==> config.mk <==
export PLATFORM = sky130hd
export DESIGN_NAME = cpu_host_loader_flat
export DESIGN_NICKNAME = d
export VERILOG_FILES = /design/src/rtl/cpu_host_loader_if.sv /design/src/rtl/cpu_host_loader.sv /design/src/flat_wrapper.sv
export SDC_FILE = /design/constraint.sdc
export NUM_CORES = 1
export LEC_CHECK = 0
export BUFFER_PORTS_ARGS = -buffer_cell sky130_fd_sc_hd__buf_2
export CAP_MARGIN = 20
export CORE_MARGIN = 2
export CORE_UTILIZATION = 38
export DETAILED_ROUTE_END_ITERATION = 10
export SLEW_MARGIN = 20
export SYNTH_ARGS = -nofsm -noshare
export SYNTH_HDL_FRONTEND = slang
export SYNTH_SLANG_ARGS = --single-unit
==> constraint.sdc <==
create_clock -name clk -period 3.72 [get_ports clk]
set_clock_uncertainty 0.1 [all_clocks]
set_input_delay 0.372 -clock clk [delete_from_list [all_inputs] [get_ports clk]]
set_output_delay 0.372 -clock clk [all_outputs]
set_load 0.05 [all_outputs]
==> src/rtl/cpu_host_loader_if.sv <==
// Host-side load/dump stream bundle for cpu_host_loader.
// Ports (signals): in_valid/in_data/in_ready carry the load
// stream toward the loader; out_valid/out_data/out_last/out_ready
// carry the dump stream back to the host.
// master = host side, slave = loader side.
interface cpu_host_loader_if #(
    parameter int DATA_W = 32
);
    logic              in_valid;
    logic [DATA_W-1:0] in_data;
    logic              in_ready;
    logic              out_valid;
    logic [DATA_W-1:0] out_data;
    logic              out_last;
    logic              out_ready;

    modport master (
        output in_valid, in_data, out_ready,
        input  in_ready, out_valid, out_data, out_last
    );

    modport slave (
        input  in_valid, in_data, out_ready,
        output in_ready, out_valid, out_data, out_last
    );
endinterface

==> src/rtl/cpu_host_loader.sv <==
// Host-side loader: streams program/data words into the CPU
// memories under reset, runs the CPU, then dumps a data window.
// Ports:
//   clk, rst            clock, synchronous active-high reset
//   start               begin a session (IDLE/DONE only)
//   prog_len, data_len  words to load (clamped to 1024)
//   dump_base, dump_len readback window (address wraps)
//   host                load/dump valid-ready streams (slave)
//   cpu_*               CPU reset and memory write/read port
//   busy, finished      session status
//   timed_out           run ended by MAX_CYCLES
//   cycle_count         RUN cycles seen with cpu_done=0
module cpu_host_loader #(
    parameter int ADDR_W     = 10,
    parameter int DATA_W     = 32,
    parameter int MAX_CYCLES = 100000
) (
    input  logic              clk,
    input  logic              rst,
    input  logic              start,
    input  logic [ADDR_W:0]   prog_len,
    input  logic [ADDR_W:0]   data_len,
    input  logic [ADDR_W-1:0] dump_base,
    input  logic [ADDR_W:0]   dump_len,
    cpu_host_loader_if.slave  host,
    output logic              cpu_rst,
    output logic              cpu_we_ins,
    output logic [ADDR_W-1:0] cpu_add_ins,
    output logic [DATA_W-1:0] cpu_input_ins,
    output logic              cpu_we_data,
    output logic [ADDR_W-1:0] cpu_add_data,
    output logic [DATA_W-1:0] cpu_input_data,
    input  logic [DATA_W-1:0] cpu_out,
    input  logic              cpu_done,
    output logic              busy,
    output logic              finished,
    output logic              timed_out,
    output logic [31:0]       cycle_count
);

    localparam logic [ADDR_W:0] DEPTH = {1'b1, {ADDR_W{1'b0}}};

    typedef enum logic [2:0] {
        S_IDLE,
        S_LOAD_INS,
        S_LOAD_DATA,
        S_RUN,
        S_DUMP,
        S_DONE
    } state_t;

    state_t          state;
    logic            wr_flush;
    logic [ADDR_W:0] idx;
    logic [ADDR_W:0] p_len;
    logic [ADDR_W:0] d_len;
    logic [ADDR_W:0] u_len;
    logic [ADDR_W-1:0] base;

    function automatic logic [ADDR_W:0] clamp_len(
        input logic [ADDR_W:0] v
    );
        return (v > DEPTH) ? DEPTH : v;
    endfunction

    logic loading;
    logic dumping;
    logic in_hs;
    logic out_hs;
    logic ins_last;
    logic dat_last;
    logic dmp_last;

    assign loading  = (state == S_LOAD_INS) ||
                      (state == S_LOAD_DATA);
    assign dumping  = (state == S_DUMP);

    // Ready drops while the last load write drains, so the
    // CPU stays in reset for the full final write pulse.
    assign host.in_ready  = loading && !wr_flush;
    assign host.out_valid = dumping;
    assign host.out_data  = dumping ? cpu_out : '0;
    assign host.out_last  = dumping && dmp_last;

    assign in_hs  = host.in_valid && host.in_ready;
    assign out_hs = host.out_valid && host.out_ready;

    assign ins_last = (idx == p_len - 1'b1);
    assign dat_last = (idx == d_len - 1'b1);
    assign dmp_last = (idx == u_len - 1'b1);

    assign cpu_rst  = !((state == S_RUN) || dumping);
    assign busy     = (state != S_IDLE) && (state != S_DONE);
    assign finished = (state == S_DONE);

    always_ff @(posedge clk) begin
        if (rst) begin
            state          <= S_IDLE;
            wr_flush       <= 1'b0;
            idx            <= '0;
            p_len          <= '0;
            d_len          <= '0;
            u_len          <= '0;
            base           <= '0;
            cycle_count    <= '0;
            timed_out      <= 1'b0;
            cpu_we_ins     <= 1'b0;
            cpu_add_ins    <= '0;
            cpu_input_ins  <= '0;
            cpu_we_data    <= 1'b0;
            cpu_add_data   <= '0;
            cpu_input_data <= '0;
        end else begin
            cpu_we_ins  <= 1'b0;
            cpu_we_data <= 1'b0;
            if (wr_flush) begin
                wr_flush <= 1'b0;
                state    <= S_RUN;
            end else begin
                unique case (state)
                    S_IDLE, S_DONE: begin
                        if (start) begin
                            p_len       <= clamp_len(prog_len);
                            d_len       <= clamp_len(data_len);
                            u_len       <= clamp_len(dump_len);
                            base        <= dump_base;
                            idx         <= '0;
                            cycle_count <= '0;
                            timed_out   <= 1'b0;
                            if (prog_len != '0)
                                state <= S_LOAD_INS;
                            else if (data_len != '0)
                                state <= S_LOAD_DATA;
                            else
                                state <= S_RUN;
                        end
                    end
                    S_LOAD_INS: begin
                        if (in_hs) begin
                            cpu_we_ins    <= 1'b1;
                            cpu_add_ins   <= idx[ADDR_W-1:0];
                            cpu_input_ins <= host.in_data;
                            if (ins_last) begin
                                idx <= '0;
                                if (d_len != '0)
                                    state <= S_LOAD_DATA;
                                else
                                    wr_flush <= 1'b1;
                            end else begin
                                idx <= idx + 1'b1;
                            end
                        end
                    end
                    S_LOAD_DATA: begin
                        if (in_hs) begin
                            cpu_we_data    <= 1'b1;
                            cpu_add_data   <= idx[ADDR_W-1:0];
                            cpu_input_data <= host.in_data;
                            if (dat_last) begin
                                idx      <= '0;
                                wr_flush <= 1'b1;
                            end else begin
                                idx <= idx + 1'b1;
                            end
                        end
                    end
                    S_RUN: begin
                        if (cpu_done) begin
                            idx          <= '0;
                            cpu_add_data <= base;
                            if (u_len != '0)
                                state <= S_DUMP;
                            else
                                state <= S_DONE;
                        end else begin
                            cycle_count <= cycle_count + 32'd1;
                            if (cycle_count ==
                                32'(MAX_CYCLES - 1)) begin
                                timed_out <= 1'b1;
                                state     <= S_DONE;
                            end
                        end
                    end
                    S_DUMP: begin
                        // Address is base+idx; ADDR_W-bit add wraps.
                        if (out_hs) begin
                            if (dmp_last) begin
                                state <= S_DONE;
                            end else begin
                                idx          <= idx + 1'b1;
                                cpu_add_data <= cpu_add_data + 1'b1;
                            end
                        end
                    end
                    default: state <= S_IDLE;
                endcase
            end
        end
    end

endmodule

==> src/flat_wrapper.sv <==
// flat-port wrapper written by rule: the top's interface ports become plain ports
module cpu_host_loader_flat 
#(
    parameter int ADDR_W     = 10,
    parameter int DATA_W     = 32,
    parameter int MAX_CYCLES = 100000
)
  (clk, rst, start, prog_len, data_len, dump_base, dump_len, cpu_rst, cpu_we_ins, cpu_add_ins, cpu_input_ins, cpu_we_data, cpu_add_data, cpu_input_data, cpu_out, cpu_done, busy, finished, timed_out, cycle_count, host_in_valid, host_in_data, host_out_ready, host_in_ready, host_out_valid, host_out_data, host_out_last);
  cpu_host_loader_if #(.DATA_W(DATA_W)) host_i ();
  input  logic clk;
  input  logic rst;
  input  logic start;
  input  logic [ADDR_W:0] prog_len;
  input  logic [ADDR_W:0] data_len;
  input  logic [ADDR_W-1:0] dump_base;
  input  logic [ADDR_W:0] dump_len;
  output logic cpu_rst;
  output logic cpu_we_ins;
  output logic [ADDR_W-1:0] cpu_add_ins;
  output logic [DATA_W-1:0] cpu_input_ins;
  output logic cpu_we_data;
  output logic [ADDR_W-1:0] cpu_add_data;
  output logic [DATA_W-1:0] cpu_input_data;
  input  logic [DATA_W-1:0] cpu_out;
  input  logic cpu_done;
  output logic busy;
  output logic finished;
  output logic timed_out;
  output logic [31:0] cycle_count;
  input wire logic [$bits(host_i.in_valid)-1:0] host_in_valid;
  input wire logic [$bits(host_i.in_data)-1:0] host_in_data;
  input wire logic [$bits(host_i.out_ready)-1:0] host_out_ready;
  output wire logic [$bits(host_i.in_ready)-1:0] host_in_ready;
  output wire logic [$bits(host_i.out_valid)-1:0] host_out_valid;
  output wire logic [$bits(host_i.out_data)-1:0] host_out_data;
  output wire logic [$bits(host_i.out_last)-1:0] host_out_last;
  assign host_i.in_valid = host_in_valid;
  assign host_i.in_data = host_in_data;
  assign host_i.out_ready = host_out_ready;
  assign host_in_ready = host_i.in_ready;
  assign host_out_valid = host_i.out_valid;
  assign host_out_data = host_i.out_data;
  assign host_out_last = host_i.out_last;
  cpu_host_loader #(.ADDR_W(ADDR_W), .DATA_W(DATA_W), .MAX_CYCLES(MAX_CYCLES)) u_core (.clk(clk), .rst(rst), .start(start), .prog_len(prog_len), .data_len(data_len), .dump_base(dump_base), .dump_len(dump_len), .host(host_i), .cpu_rst(cpu_rst), .cpu_we_ins(cpu_we_ins), .cpu_add_ins(cpu_add_ins), .cpu_input_ins(cpu_input_ins), .cpu_we_data(cpu_we_data), .cpu_add_data(cpu_add_data), .cpu_input_data(cpu_input_data), .cpu_out(cpu_out), .cpu_done(cpu_done), .busy(busy), .finished(finished), .timed_out(timed_out), .cycle_count(cycle_count));
endmodule
==> results of run 1 <==
==> cell type report <==
cell class,instances,share of cell area (%)
flip-flops and latches,177,32.3
inverters,21,0.719
repair buffers,291,13.8
clock buffers,17,3.88
clock inverters,15,1.93
well taps,285,3.25
multi-input cells,868,44.1
==> logic make-up after synthesis <==
kind of cell               share of synthesized area (%)
DFF                                                 40.5
adders and majority gates                           1.12
buffers and inverters                               4.28
xor gates and xnor gates                            7.01
AOI/OAI and AO/OA                                   14.8
muxes                                               1.15
and+or+nand+nor                                     31.1
==> per-stage QoR <==
step | setup slack (ns) | hold WS, ns | utilization (%) | power [uW] | area [um2]
after CTS | 0.368 | 0.0422 | 48.4 | 5860 | 11000
after global routing | 0.166 | 0.0509 | 48.4 | 6140 | 11000
after floorplan | 0.628 | 0.336 | - | 3480 | 8740
after global placement | 0.484 | 0.339 | 45.6 | 3950 | 10300
final | 0.390 | 0.0645 | 48.4 | 5820 | 11000
after detailed placement | 0.393 | 0.344 | 45.6 | 3960 | 10300
==> routing by layer <==
metal	global-route usage [%]	up-vias	share of wire (%)
li1	-	4421	-
met4	7.60	2	2.4
met5	0	-	0.045
met2	32.2	252	44
met1	29.9	4094	48
met3	5.42	41	6.5
==> power by group through the flow <==
| stage | sequential, uW | combinational [uW] | clock, uW |
|---|---|---|---|
| after global placement | 2230 | 1720 | 0 |
| final | 2190 | 1740 | 1900 |
| after detailed placement | 2230 | 1730 | 0 |
| after global routing | 2220 | 1910 | 2020 |
| after floorplan | 2420 | 1060 | 0 |
| after CTS | 2190 | 1730 | 1940 |
==> synth_stat cells, types with 4 or more instances <==
library cell | number | area share (%)
sky130_fd_sc_hd__a21oi_1 | 128 | 7.3
sky130_fd_sc_hd__xnor2_1 | 38 | 3.8
sky130_fd_sc_hd__o21ai_1 | 5 | 0.29
sky130_fd_sc_hd__o311ai_1 | 6 | 0.60
sky130_fd_sc_hd__nor3_1 | 26 | 1.5
sky130_fd_sc_hd__nand3_1 | 25 | 1.4
sky130_fd_sc_hd__dfxtp_1 | 177 | 41
sky130_fd_sc_hd__nor2b_1 | 9 | 0.64
sky130_fd_sc_hd__nand4b_1 | 5 | 0.50
sky130_fd_sc_hd__nor3b_1 | 6 | 0.52
sky130_fd_sc_hd__a211oi_1 | 4 | 0.34
sky130_fd_sc_hd__and3_1 | 37 | 2.6
sky130_fd_sc_hd__nand3b_1 | 24 | 2.1
sky130_fd_sc_hd__or3_1 | 12 | 0.86
sky130_fd_sc_hd__xor2_1 | 32 | 3.2
sky130_fd_sc_hd__o211ai_1 | 4 | 0.34
sky130_fd_sc_hd__and4_1 | 7 | 0.70
sky130_fd_sc_hd__nor4_1 | 23 | 1.6
sky130_fd_sc_hd__ha_1 | 7 | 1.0
sky130_fd_sc_hd__nor2_1 | 94 | 4.0
sky130_fd_sc_hd__nor4b_1 | 5 | 0.50
sky130_fd_sc_hd__or2_2 | 4 | 0.29
sky130_fd_sc_hd__nand2_1 | 247 | 11
sky130_fd_sc_hd__a31oi_1 | 5 | 0.36
sky130_fd_sc_hd__nand4_1 | 13 | 0.93
sky130_fd_sc_hd__or4_1 | 6 | 0.52
sky130_fd_sc_hd__nand2b_1 | 8 | 0.57
sky130_fd_sc_hd__o21a_1 | 4 | 0.34
sky130_fd_sc_hd__o21ai_0 | 17 | 0.97
sky130_fd_sc_hd__clkbuf_1 | 69 | 3.0
sky130_fd_sc_hd__a22oi_1 | 20 | 1.7
sky130_fd_sc_hd__inv_1 | 21 | 0.90
sky130_fd_sc_hd__mux2i_1 | 10 | 1.1
==> worst reg2reg max path, delay by kind of cell, from the launching register on <==
family                     cells  cell delay, ns
AOI/OAI and AO/OA              5            1.72
adders and majority gates      1            0.23
and+or+nand+nor                2            0.77
DFF                            1            0.35
buffers and inverters          1            0.07
==> path summary, 6_finish.rpt <==
kind	start	endpoint	slack [ns]
setup / recovery	u_core.p_len[0]$_SDFFE_PP0P_	u_core.idx[9]$_SDFFE_PP0P_	0.39
hold / removal	host_in_data[25]	u_core.cpu_input_data[25]$_SDFFE_PP0P_	0.06
setup reg to reg	u_core.p_len[0]$_SDFFE_PP0P_	u_core.idx[9]$_SDFFE_PP0P_	0.39
hold reg to reg	u_core.cpu_input_ins[17]$_SDFFE_PP0P_	u_core.cpu_input_ins[17]$_SDFFE_PP0P_	0.35
==> flip-flops by register name (all words and copies together), names as in the netlist <==
| register | cells |
|---|---|
| u_core.base | 10 |
| u_core.p_len | 11 |
| u_core.cycle_count | 32 |
| u_core.cpu_we_data | 1 |
| u_core.idx | 11 |
| u_core.cpu_add_ins | 10 |
| u_core.timed_out | 1 |
| u_core.u_len | 11 |
| u_core.cpu_add_data | 10 |
| u_core.state | 3 |
| u_core.cpu_input_data | 32 |
| u_core.cpu_input_ins | 32 |
| u_core.wr_flush | 1 |
| u_core.cpu_we_ins | 1 |
| u_core.d_len | 11 |
==> flow_summary.yaml, run 1 <==
layout:
  footprint_of_the_multi_input_gates_um2: 4830
  fill_cell_total_of_the_finished_layout: 2267
  syn_to_final_growth_pct: 25.4
  fraction_of_layout_instances_using_a_drive_strength_above_1_pct: 24.3
  fin_cells: 1674
  antenna_cells: 0
  most_common_cell_after_layout_fill_and_taps_aside: "sky130_fd_sc_hd__buf_2"
  mostFrequentLayoutCells: "268 x sky130_fd_sc_hd__buf_2, 247 x sky130_fd_sc_hd__nand2_1, 177 x sky130_fd_sc_hd__dfxtp_1"
  seqCellArea_um2: 3540
  final_nets: 1496
power_and_ir_drop:
  comb_power_share_pct: 29.8
  power_frac_seq_pct: 37.7
  p_int_uw: 3510
  p_clk_share_pct: 32.5
  cellPowerDensity_nw_per_um2: 531
  ir_worst_vdd_uv: 317
  power.leakage_uw: 0.00467
  netSwitchingFraction_pct: 39.7
  p_sw_uw: 2310
placement:
  port_buffers: 269
  dp.final_hpwl_um: 18800
  cell_count_after_placement: 1642
  place_congestion: 0.823
critical_path:
  critical_path_buf_inv_count: 1
  worst-path-stages: 9
  crit_chain: "inv_1 > ha_1 > or4b_4 > o311ai_0 > a211oi_1 > o311ai_1 > a211o_1 > nand2_2 > o311ai_1"
  critical_path_slowest_stage_cell: "sky130_fd_sc_hd__or4b_4"
  crit_top_cell: "sky130_fd_sc_hd__o311ai_1"
  path_max_fanout: 12
  worst_ep_arrival_time_ns: 3.57
  critical_path_class: "flip-flop to flip-flop"
  cp-start-kind: "flip-flop"
  cp-end-kind: "flip-flop"
  cp_slowest_stage_delay_ns: 0.53
  crit_required_ns: 3.96
  ff2ff_path_depth: 9
  worst_path_dominant_cell_family: "compound AO/OA/AOI/OAI gates"
logic_synthesis:
  synth_cell_area_um2: 8740
  synth_fp_nets: 1261
  async_reset_ff_share_pct: 0
  ys_seq_elements: 177
  synth-edff-count: 0
  synth_cell_types: 63
  ys_seq_area_share_pct: 40.5
  postSynthCellCount: 1141
  synth.yosys.warnings: 0
  post_synth.cell_area_avg_um2: 7.66
  synth_top_flop_cell: "sky130_fd_sc_hd__dfxtp_1"
clock_network:
  cts.hold.buffers_added: 0
  cts.reportedPaths.clkPinSlew_ns: 0.09
  clock_tree.htree_level_count: 4
  numCtsBuffers: 17
  tritoncts: "done"
  post_cts.resized_instances: 0
  post_cts_buffers: 0
  clock_tree.root_cell: "sky130_fd_sc_hd__clkbuf_16"
  worstSkewPairLatency_ns: 0.44
  cts_max_path_buffers: 2
  cts_sinks: 177
global_route:
  grt_overflow_total: 0
  vias_in_the_first_global_route: 8174
  number_of_antenna_violations_at_the_first_check_in_global_routing: 1
  grt_usage_pct: 21.5
  pin_count_of_the_biggest_net_entering_global_routing: 60
  global_route_wire_length_before_repair_um: 42200
sta:
  hold_viol: 0
  worst-slew-pin-transition_ns: 0.890
  period_share_pct: 89.5
  final-max-slew-violation-count: 0
  period_needed_ns: 3.33
  timing.fmax_mhz: 300
  grt_setup_unrepaired: "no"
  final-setup-viol-count: 0
  max_slew_margin_pct: 40.7
  setup-tns-final_ns: 0
die:
  initial_core_util_pct: 38.6
  die-width_um: 156
  die_h_um: 156
  fp.dieArea_um2: 24200
  floorplan.rows: 55
  core_region_area_um2: 22600
  io_pins: 270
hold_path:
  hold_depth: 3
  hold_path.class: "primary input to flip-flop"
routing:
  drc: 0
  detail_route.iter0.violations: 616
  drt-total-wl_um: 26400
  drt-vias-per-instance: 5.26
  drt-pass1-iter-count: 5
  drtAntennaViolNets: 0
  wl_per_cell_um: 15.8
  dr_total_vias: 8810
run_status:
  run_status: "completed"
run:
  max_cap_viol_count: 0
No activity file was read; power rests on OpenSTA's default activity.
==> inputs of run 2 (changes only) <==
==> constraint.sdc (replaced) <==
create_clock -name clk -period 3.53 [get_ports clk]
set_clock_uncertainty 0.1 [all_clocks]
set_input_delay 0.353 -clock clk [delete_from_list [all_inputs] [get_ports clk]]
set_output_delay 0.353 -clock clk [all_outputs]
set_load 0.05 [all_outputs]
==> run 2 against run 1 <==
Effect of this change:
- total power is 6.2% higher
- cell count hardly changed
- sequential share of layout area is 0.13 points lower
- highest routed layer is now met4
- worst hold slack worse by 0.015 ns
- clock power is 7% higher
- critical endpoint is now cpu_rst
- largest power group unchanged
==> flow_summary.yaml, run 2 (synthesis gave the netlist of run 1 again) <==
routing:
  drt-pass1-iter-count: 5
  drtAntennaViolNets: 0
  drt-vias-per-instance: 5.27
  met3WireLength_um: 1880
  wl_per_cell_um: 15.8
  total_met2_wirelength_after_detailed_routing_um: 11600
  drt-total-wl_um: 26400
  dr_total_vias: 8823
  wl_met1_um: 12400
  detail_route.iter0.violations: 582
  drc: 0
  highest-signal-layer: "met4"
hold_path:
  whs_endpoint: "u_core.cpu_input_data[28]$_SDFFE_PP0P_"
  hold_depth: 3
  hp-start: "host_in_data[28]"
  hold_path.class: "primary input to flip-flop"
sta:
  setup-tns-final_ns: 0
  final-setup-viol-count: 0
  timing.fmax_mhz: 307
  period_share_pct: 92.3
  max_slew_margin_pct: 41.0
  grt_setup_unrepaired: "no"
  hold_slack_ns: 0.0498
  hold_viol: 0
  period_needed_ns: 3.26
  worst-slew-pin-transition_ns: 0.884
  final-max-slew-violation-count: 0
layout:
  antenna_cells: 0
  mostFrequentLayoutCells: "268 x sky130_fd_sc_hd__buf_2, 247 x sky130_fd_sc_hd__nand2_1, 177 x sky130_fd_sc_hd__dfxtp_1"
  top_regs: "u_core.cpu_input_data x32, u_core.cpu_input_ins x32, u_core.cycle_count x32"
  fin_cells: 1675
  fraction_of_layout_instances_using_a_drive_strength_above_1_pct: 24.4
  fin_util_pct: 48.6
  most_common_cell_after_layout_fill_and_taps_aside: "sky130_fd_sc_hd__buf_2"
  final_nets: 1497
  syn_to_final_growth_pct: 25.9
power_and_ir_drop:
  ir_worst_vdd_uv: 351
  cellPowerDensity_nw_per_um2: 562
  power.leakage_uw: 0.00469
placement:
  place_congestion: 0.877
  dp.final_hpwl_um: 18700
  port_buffers: 269
  cell_count_after_placement: 1643
clock_network:
  tritoncts: "done"
  post_cts_buffers: 0
  cts_sinks: 177
  cts.hold.buffers_added: 0
  cts_max_path_buffers: 2
  numCtsBuffers: 17
  post_cts.resized_instances: 0
  clock_tree.root_cell: "sky130_fd_sc_hd__clkbuf_16"
  worstSkewPairLatency_ns: 0.43
  cts.reportedPaths.clkPinSlew_ns: 0.09
  clock_tree.htree_level_count: 4
global_route:
  number_of_antenna_violations_at_the_first_check_in_global_routing: 0
  vias_in_the_first_global_route: 8115
  global_route_wire_length_before_repair_um: 42600
  grt_usage_pct: 21.6
  pin_count_of_the_biggest_net_entering_global_routing: 90
  grt_overflow_total: 0
die:
  initial_core_util_pct: 38.6
  die_h_um: 156
  io_pins: 270
  die-width_um: 156
  fp.dieArea_um2: 24200
  core_region_area_um2: 22600
  floorplan.rows: 55
critical_path:
  r2r-start: "u_core.u_len[2]$_SDFFE_PP0P_"
  crit_required_ns: 3.08
  cp-start-kind: "flip-flop"
  path_max_fanout: 34
  worst_r2r_endpoint: "u_core.idx[7]$_SDFFE_PP0P_"
  worst_ep_arrival_time_ns: 2.80
  critical_path_class: "flip-flop to output pin"
  timing.critical_path.from: "u_core.state[1]$_SDFFE_PP0P_"
  cp-end-kind: "output pin"
  ff2ff_path_depth: 9
  setup.reg_to_reg.worst_slack_ns: 0.37
run_status:
  run_status: "completed"
run:
  max_cap_viol_count: 0
run 2: cell count changes in the layout (fill, tap and decap cells not counted), sizes merged:
cell	before	now
inv	30	32
clkinv	6	4
buf	291	292
run 2: worst max-delay path, stage by stage (launching register included):
cell,delay (ns)
sky130_fd_sc_hd__dfxtp_1,0.64
sky130_fd_sc_hd__nor2_1,0.11
sky130_fd_sc_hd__buf_4,0.25
sky130_fd_sc_hd__nand2_1,0.42
sky130_fd_sc_hd__inv_1,0.27
sky130_fd_sc_hd__nor2_1,0.20
sky130_fd_sc_hd__buf_4,0.19
sky130_fd_sc_hd__buf_2,0.28
run 2: area by class of cell:
| cell class | count | area [um2] |
|---|---|---|
| multi-input combinational | 868 | 4830 |
| sequential | 177 | 3540 |
| inverter | 21 | 78.8 |
| tap | 285 | 357 |
| timing repair buffer | 292 | 1550 |
| fill | 2273 | 11600 |
| clock inverter | 15 | 223 |
| clock buffer | 17 | 425 |
run 2: worst max-delay path by stage:
stage                                             to  slack, ns  cells after the start
final                                        cpu_rst       0.27                      7
after CTS                                    cpu_rst       0.29                      7
after detailed placement  u_core.idx[2]$_SDFFE_PP0P_       0.43                     11
after global routing                         cpu_rst       0.05                      7
after global placement    u_core.idx[2]$_SDFFE_PP0P_       0.52                     11
after floorplan                        host_out_last       0.46                      7
run 2: where the power goes:
| part | leakage [uW] | internal (uW) | switching [uW] |
|---|---|---|---|
| Sequential | 0.00143 | 2140 | 157 |
| Combinational | 0.00295 | 584 | 1270 |
| Clock | 0.000312 | 1010 | 1020 |
| Total | 0.00469 | 3740 | 2450 |
run 2: metal layers:
layer  GRT usage (%)  vias up
met2            32.3      298
met1            30.4     4046
li1                -     4436
met3            5.47       43
met5               0        -
met4            7.16        0
run 2: metrics by stage:
stage	power, uW	instance area [um2]	worst slack [ns]
finish	6190	11000	0.273
detailed placement	4200	10400	0.427
floorplan	3660	8740	0.457
global placement	4180	10400	0.519
global route	6540	11000	0.0549
CTS	6240	11000	0.287
